`src/rtl/forwarding_control_logic.sv`:
```
`default_nettype none
// ============================================================================
// Module      : forwarding_control_logic
// Description : RV32I EX-stage operand forwarding selects and load-use stall.
//               Optional load-use stall enabled by macro FWD_LOAD_USE_STALL_EN.
// Revision    : 1.0 - initial release
// ============================================================================
module forwarding_control_logic #(
    parameter logic [31:0] NOP_INSTR = 32'h00000013
) (
    input  logic        clk,
    input  logic        reset,
    input  logic [31:0] current_instr,
    input  logic [31:0] prev_instr,
    input  logic        control_signal,
    output logic [1:0]  forward_a,
    output logic [1:0]  forward_b,
    output logic        forward_control,
    output logic        stall
);

    localparam logic [6:0] OP_REG    = 7'b0110011;
    localparam logic [6:0] OP_IMM    = 7'b0010011;
    localparam logic [6:0] OP_LOAD   = 7'b0000011;
    localparam logic [6:0] OP_STORE  = 7'b0100011;
    localparam logic [6:0] OP_BRANCH = 7'b1100011;
    localparam logic [6:0] OP_JALR   = 7'b1100111;
    localparam logic [6:0] OP_JAL    = 7'b1101111;
    localparam logic [6:0] OP_LUI    = 7'b0110111;
    localparam logic [6:0] OP_AUIPC  = 7'b0010111;

    localparam logic [1:0] SEL_RF  = 2'b00;
    localparam logic [1:0] SEL_EX  = 2'b10;
    localparam logic [1:0] SEL_MEM = 2'b01;

    function automatic logic writes_rd(input logic [6:0] op);
        case (op)
            OP_REG, OP_IMM, OP_LOAD, OP_JALR, OP_JAL, OP_LUI, OP_AUIPC: writes_rd = 1'b1;
            default: writes_rd = 1'b0;
        endcase
    endfunction

    function automatic logic uses_rs1(input logic [6:0] op);
        case (op)
            OP_REG, OP_STORE, OP_BRANCH, OP_IMM, OP_LOAD, OP_JALR: uses_rs1 = 1'b1;
            default: uses_rs1 = 1'b0;
        endcase
    endfunction

    // I-type bits [24:20] are immediate, so only R/S/B formats read rs2.
    function automatic logic uses_rs2(input logic [6:0] op);
        case (op)
            OP_REG, OP_STORE, OP_BRANCH: uses_rs2 = 1'b1;
            default: uses_rs2 = 1'b0;
        endcase
    endfunction

    logic [31:0] mem_instr_q, mem_instr_d;
    logic        mem_we_q, mem_we_d;

    assign mem_instr_d = prev_instr;
    assign mem_we_d    = control_signal;

    always_ff @(posedge clk or posedge reset) begin
        if (reset) begin
            mem_instr_q <= NOP_INSTR;
            mem_we_q    <= 1'b0;
        end else begin
            mem_instr_q <= mem_instr_d;
            mem_we_q    <= mem_we_d;
        end
    end

    logic [6:0] cur_op, prev_op, mem_op;
    logic [4:0] cur_rs1, cur_rs2, prev_rd, mem_rd;
    logic       ex_valid, mem_valid;
    logic       ex_match_a, ex_match_b, mem_match_a, mem_match_b;
    logic       stall_w;

    assign cur_op  = current_instr[6:0];
    assign cur_rs1 = current_instr[19:15];
    assign cur_rs2 = current_instr[24:20];
    assign prev_op = prev_instr[6:0];
    assign prev_rd = prev_instr[11:7];
    assign mem_op  = mem_instr_q[6:0];
    assign mem_rd  = mem_instr_q[11:7];

    assign ex_valid  = control_signal && writes_rd(prev_op) && (prev_rd != 5'd0);
    assign mem_valid = mem_we_q && writes_rd(mem_op) && (mem_rd != 5'd0);

    assign ex_match_a  = ex_valid  && uses_rs1(cur_op) && (prev_rd == cur_rs1);
    assign ex_match_b  = ex_valid  && uses_rs2(cur_op) && (prev_rd == cur_rs2);
    assign mem_match_a = mem_valid && uses_rs1(cur_op) && (mem_rd  == cur_rs1);
    assign mem_match_b = mem_valid && uses_rs2(cur_op) && (mem_rd  == cur_rs2);

`ifdef FWD_LOAD_USE_STALL_EN
    assign stall_w = (prev_op == OP_LOAD) && (ex_match_a || ex_match_b);
`else
    assign stall_w = 1'b0;
`endif

    // A stalled EX match selects the register file, never the older MEM copy.
    always_comb begin
        forward_a = SEL_RF;
        forward_b = SEL_RF;
        if (ex_match_a) begin
            forward_a = stall_w ? SEL_RF : SEL_EX;
        end else if (mem_match_a) begin
            forward_a = SEL_MEM;
        end
        if (ex_match_b) begin
            forward_b = stall_w ? SEL_RF : SEL_EX;
        end else if (mem_match_b) begin
            forward_b = SEL_MEM;
        end
    end

    assign forward_control = |{forward_a, forward_b};
    assign stall           = stall_w;

endmodule
`default_nettype wire

```
`config.mk`:
```
export PLATFORM = sky130hd
export DESIGN_NAME = forwarding_control_logic
export DESIGN_NICKNAME = d
export VERILOG_FILES = /design/src/rtl/forwarding_control_logic.sv
export SDC_FILE = /design/constraint.sdc
export NUM_CORES = 1
export LEC_CHECK = 0
export CAP_MARGIN = 20
export CORE_MARGIN = 2
export CORE_UTILIZATION = 27
export CTS_CLUSTER_DIAMETER = 60
export DETAILED_ROUTE_END_ITERATION = 10
export PLACE_DENSITY_LB_ADDON = 0.3
export SYNTH_ARGS = -nofsm -noshare
export SYNTH_HDL_FRONTEND = slang
export SYNTH_SLANG_ARGS = --single-unit
export TNS_END_PERCENT = 20
```
`constraint.sdc`:
```
create_clock -name clk -period 2.6 [get_ports clk]
set_input_delay 0.39 -clock clk [delete_from_list [all_inputs] [get_ports clk]]
set_output_delay 0.39 -clock clk [all_outputs]
set_load 0.01 [all_outputs]
```
==> summary.txt, run 1 <==
Placed design
  • Hpwl dp: 1.51 mm
  • Routability Congestion: slightly above 0.8
  • IO buf count: 36
  • Setup WS pre-CTS: -0.247 ns

Layout
  • Fill cells: roughly 270
  • Most frequent cells in the layout: 30 x clkdlybuf4s50_1, 12 x xnor2_1, 10 x dfrtp_1
  • Commonest non-fill, non-tap cell in the layout: clkdlybuf4s50_1
  • Share of post-route cells with drive strength above 1: 0.200
  • Synthesis-to-finish area growth: 67.0%
  • # diodes: 0
  • Nets: between 150 and 200
  • Core Util, Final: 0.465

Timing
  • Max Fclk: just over 400 MHz
  • Count of final setup violators: 0
  • Post-layout min period: approximately 2.5 ns
  • Period Utilization, post-route: 0.954
  • Fin Hold WS: 0.373 ns
  • Final Hold Fails: 0
  • Slew Viols, Final: 0
  • Unrepaired setup endpoints after global routing: false
  • Worst setup margin: roughly 0.12 ns

GRT
  • Number of global-route vias before repair: slightly below 700
  • Pin count of the biggest net entering global routing: 14
  • Antenna violations before repair: 0
  • GRT overflow: 0
  • Gr usage total: 0.120
  • Global-route wire length before repair: a little under 3 mm

Setup path
  • CP Max Fanout: 3
  • Arr. time, crit path: approximately 2.1 ns
  • Crit path buffers/inverters: 2
  • Worst setup startpoint: prev_instr[8]
  • Critical path required time: roughly 2.2 ns
  • Worst path depth: 7
  • Slowest-stage cell, CP: or4_4
  • CP startpoint kind: primary input
  • Critical path cell sequence: clkdlybuf4s50_1 > or4_4 > o2111ai_2 > a21oi_1 > and2_4 > nor2_2 > clkdlybuf4s15_1
  • CP delay by family, top: simple AND/OR/NAND/NOR gates
  • WS Path Type: primary input to primary output
  • Endpoint class of the critical path: primary output
  • Worst path max stage delay: 0.54 ns

Drt
  • Remaining DRCs: 0
  • Total wire length: 1.77 mm
  • Detailed Routing Iterations Pass 1: 4
  • DR iter-0 viols: 4
  • Drt wl/cell: between 10 and 15 um
  • Via count: roughly 690
  • Antenna Violating Nets Remaining: 0
  • Via-per-instance ratio: 4.56

Floorplanning
  • Core box area: about 0.0027 mm2
  • Initial Utilization: 0.278
  • Die area: around 0.0032 mm2
  • # IOs: 73
  • Die outline width: approximately 57 um
  • Die H: 56.9 um
  • Core Rows: 19

Clocking
  • Clock tree buffer depth: 2
  • H-tree levels: 1
  • Clk sink count: 13
  • Post-CTS setup buffer count: 0
  • CTS Buf Count: 3
  • CTS tree: built
  • Worst-path clk slew: approximately 0.070 ns
  • Root buf cell: clkbuf_4

Worst hold path
  • Worst hold endpoint: mem_instr_q[7]
  • Hold Crit Depth: 1
  • HP Start: prev_instr[7]
  • Hold Crit Class: primary input to flip-flop

Flow run
  • Max-Cap Viols: 0

Synthesis
  • Top post-synthesis cells by area: dfrtp_1 33%, xnor2_1 14%, dfstp_2 10%, xor2_1 9.3%, nand4b_1 3.5%
  • Post-Synthesis Cells: 75
  • Post-synthesis sequential area ratio: 0.436
  • Synthesis Warnings: 0
  • Synth top area share: 0.332
  • Mean area per synthesized cell: between 10 and 15 um2
  • Seq cells post-synth: 13
  • Syn Std Cell Area: around 750 um2
  • Library cells used by synthesis: 20
  • Post-synth top area cell: dfrtp_1
  • Synthesized netlist net count: ~140

Power
  • Final Power: ~450 uW
  • Pwr Density: ~360 mW/mm2
  • Leakage: approximately 0.00053 uW
  • Worst ir drop on vdd: approximately 0.00027 V

Outcome
  • Status: finished, final reports clean
[flip-flops by register name (all words and copies together), names as in the netlist]
register / flops
mem_we_q: 1
mem_instr_q: 12
[what timing repair did]
item / 4_1_cts / 5_1_grt
hold buffers: 0 / 0
pin swaps: 0 / 3
setup endpoints to repair: 5 / 4
resized for setup: 7 / 7
[through the flow]
stage	setup TNS [ns]	std cells	cell area, um2
5_1_grt	0	151	1260
2_1_floorplan	0	75	754
6_report	0	151	1260
3_3_place_gp	-0.976	147	1190
4_1_cts	-0.319	151	1230
3_5_place_dp	-1.06	147	1190
[cell type report]
cell class                 count  area (um2)  area share
tap                           31        38.8      0.0308
timing repair buffer          44         425       0.338
sequential                    13         329       0.261
clock buffer                   4        26.3      0.0209
inverter                       1        3.75     0.00298
multi-input combinational     58         437       0.347
[cell usage after synthesis]
cell / number
nand4b_1: 3
xnor2_1: 12
nor2_1: 5
and2_4: 2
o2111ai_1: 2
and3b_1: 2
or4_1: 2
buf_4: 3
dfrtp_1: 10
nor2_2: 2
conb_1: 1
nand3_1: 4
o21ai_0: 4
o21ai_1: 1
a21oi_1: 2
xor2_1: 8
dfstp_2: 3
nand2_1: 4
inv_1: 1
nor4_1: 4
[how the worst max path moves through the flow]
stage / slack (ns) / endpoint
finish: 0.12 / forward_b[0]
CTS: -0.16 / forward_b[1]
global route: 0.0006 / forward_b[0]
global placement: -0.23 / forward_b[0]
detailed placement: -0.25 / forward_b[0]
floorplan: 0.78 / forward_a[0]
[report_power, final]
group	leakage, uW	internal, uW	switching (uW)
clock network	0.0000150	59.4	59.4
registers	0.000148	214	6.73
logic	0.000367	70.6	43.5
total	0.000530	344	110
[layer usage]
metal	share of wire	vias up	track usage
met5	0	-	0
met4	0.011	0	0.0698
met3	0.083	2	0.0369
met2	0.47	26	0.186
met1	0.44	311	0.146
li1	-	349	-
[cell families (layout without fill, tap and decap cells)]
group,Yosys count,in the layout,share of synthesized area
XOR/XNOR,20,20,0.232
other,1,1,0.00497
flip-flops,13,13,0.436
buffers and inverters,4,49,0.0348
AND/OR/NAND/NOR,28,28,0.222
AO/OA/AOI/OAI,9,9,0.0697
Power figures use the tool's default switching activity.
==> inputs of run 2 (changes only) <==
CORE_UTILIZATION = 25   (was 27)
clock period = 3.2 ns   (was 2.6 ns; I/O delays follow)
==> run 2 against run 1 <==
Net effect: the flow now finishes with violations (DRC); total power shrank 20%; die area grew 7.4%; critical path depth unchanged; sequential cell count is the same; clock power fell by 16%; sequential power decreased by 19%; routed wire length grew 0.11%; largest power group unchanged; highest routed layer is now met3.
==> summary.txt, run 2 (synthesis gave the netlist of run 1 again) <==
Outcome
  • Status: finished, violations left
  • Failing checks: DRC

Drt
  • Antenna Violating Nets Remaining: 0
  • Drt wl/cell: roughly 12 um
  • Total wire length: 1.77 mm
  • Via-per-instance ratio: roughly 4.5
  • DR iter-0 viols: 20
  • Detailed Routing Iterations Pass 1: 7
  • Via count: approximately 660
  • Remaining DRCs: 3

Timing
  • Count of final setup violators: 0
  • Unrepaired setup endpoints after global routing: false
  • Fin Setup TNS: 0 ns
  • Slew Viols, Final: 0
  • Period Utilization, post-route: 0.944
  • Post-layout min period: 3.02 ns
  • Final Hold Fails: 0
  • Max Fclk: approximately 330 MHz

Power
  • Final Power: around 360 uW
  • Pwr Density: 309 mW/mm2
  • Worst ir drop on vdd: approximately 0.00021 V
  • Leakage: 0.000450 uW

Worst hold path
  • Hold Crit Class: primary input to asynchronous set/reset pin

Setup path
  • Slowest-stage cell, CP: clkdlybuf4s50_1
  • Critical path cell sequence: clkdlybuf4s50_1 > or4_1 > o2111ai_1 > a21oi_1 > and2_4 > nor2_2 > clkdlybuf4s50_1
  • Critical path required time: roughly 2.7 ns
  • Crit-path most repeated cell: clkdlybuf4s50_1
  • Endpoint class of the critical path: primary output
  • Arr. time, crit path: 2.54 ns
  • CP startpoint kind: primary input
  • Worst path max stage delay: between 0.5 and 0.6 ns
  • WS Path Type: primary input to primary output
  • Worst setup startpoint: prev_instr[11]
  • CP Max Fanout: 4
  • End point of the critical path: forward_b[0]

Floorplanning
  • Initial Utilization: 0.269
  • # IOs: 73
  • Core box area: around 0.0028 mm2
  • Die area: ~0.0035 mm2
  • Core Rows: 19
  • Die H: between 50 and 60 um
  • Die outline width: between 50 and 60 um

GRT
  • Antenna violations before repair: 0
  • Pin count of the biggest net entering global routing: 14
  • Global-route wire length before repair: 2.81 mm
  • Gr usage total: 0.105
  • GRT overflow: 0
  • Number of global-route vias before repair: 665

Layout
  • Max FFs per register: 12
  • Nets: approximately 180
  • Core Util, Final: 0.421
  • Commonest non-fill, non-tap cell in the layout: clkdlybuf4s50_1
  • Top reg by flops: mem_instr_q
  • # diodes: 0
  • Leading registers by flop count: mem_instr_q: 12 flops, mem_we_q: 1 flops
  • Share of post-route cells with drive strength above 1: 0.122
  • Most frequent cells in the layout: 36 x clkdlybuf4s50_1, 12 x xnor2_1, 10 x dfrtp_1
  • Synthesis-to-finish area growth: 56.6%

Clocking
  • CTS tree: built
  • CTS Buf Count: 3
  • Post-CTS setup buffer count: 0
  • Clk sink count: 13
  • Number of hold buffers added after cts: 0
  • Worst-path clk slew: approximately 0.080 ns
  • Number of gates resized after cts: 0
  • H-tree levels: 1
  • Root buf cell: clkbuf_4
  • Clock tree buffer depth: 2

Placed design
  • Routability Congestion: 0.705
  • IO buf count: 36
  • Hpwl dp: about 1.6 mm

Flow run
  • Max-Cap Viols: 0
-- run 2: cell count changes in the layout (fill, tap and decap cells not counted), moves of 2 or more --
cell             previous run  this run
clkdlybuf4s50_1            30        36
dlymetal6s2s_1              3         0
nor4_2                      2         0
buf_4                       9         3
clkdlybuf4s15_1             2         0
nor4_1                      1         4
-- run 2: worst min-delay path by stage --
stage | start | cells after the start | to
6_report | reset | 2 | mem_instr_q[10]
5_1_grt | reset | 2 | mem_we_q
4_1_cts | reset | 2 | mem_we_q
3_5_place_dp | reset | 2 | mem_we_q
3_3_place_gp | reset | 2 | mem_we_q
2_1_floorplan | reset | 1 | mem_instr_q[10]
-- run 2: per-layer routing --
metal,up-vias,GRT usage,routed length [um]
li1,341,-,-
met1,297,0.125,757
met4,0,0.0195,0
met2,26,0.190,847
met3,0,0.0264,163
met5,-,0,0
-- run 2: area by class of cell --
type	count	area (um2)
fillers	296	1620
multi-input cells	58	399
repair buffers	39	383
flip-flops and latches	13	329
well taps	31	38.8
clock buffers	3	22.5
clock inverters	1	5.00
inverters	1	3.75
-- run 2: critical path: cells and delay by family --
kind,cells,cell delay (ns)
compound gates,2,0.31
simple gates,3,0.69
buf+inv,2,1.04
-- run 2: power by group --
part           leakage, uW  internal [uW]  switching, uW
registers         0.000148            174           5.35
clock network    0.0000177           46.2           53.6
logic             0.000284           54.3           31.1
total             0.000450            274           90.0
-- run 2: through the flow --
step,hold WS [ns],setup slack [ns],area (um2),std cells
6_report,0.523,0.180,1180,146
5_1_grt,0.601,0.0936,1180,146
4_1_cts,0.544,0.168,1180,146
3_5_place_dp,0.839,0.165,1150,142
3_3_place_gp,0.821,0.175,1150,142
2_1_floorplan,0.355,1.20,754,75
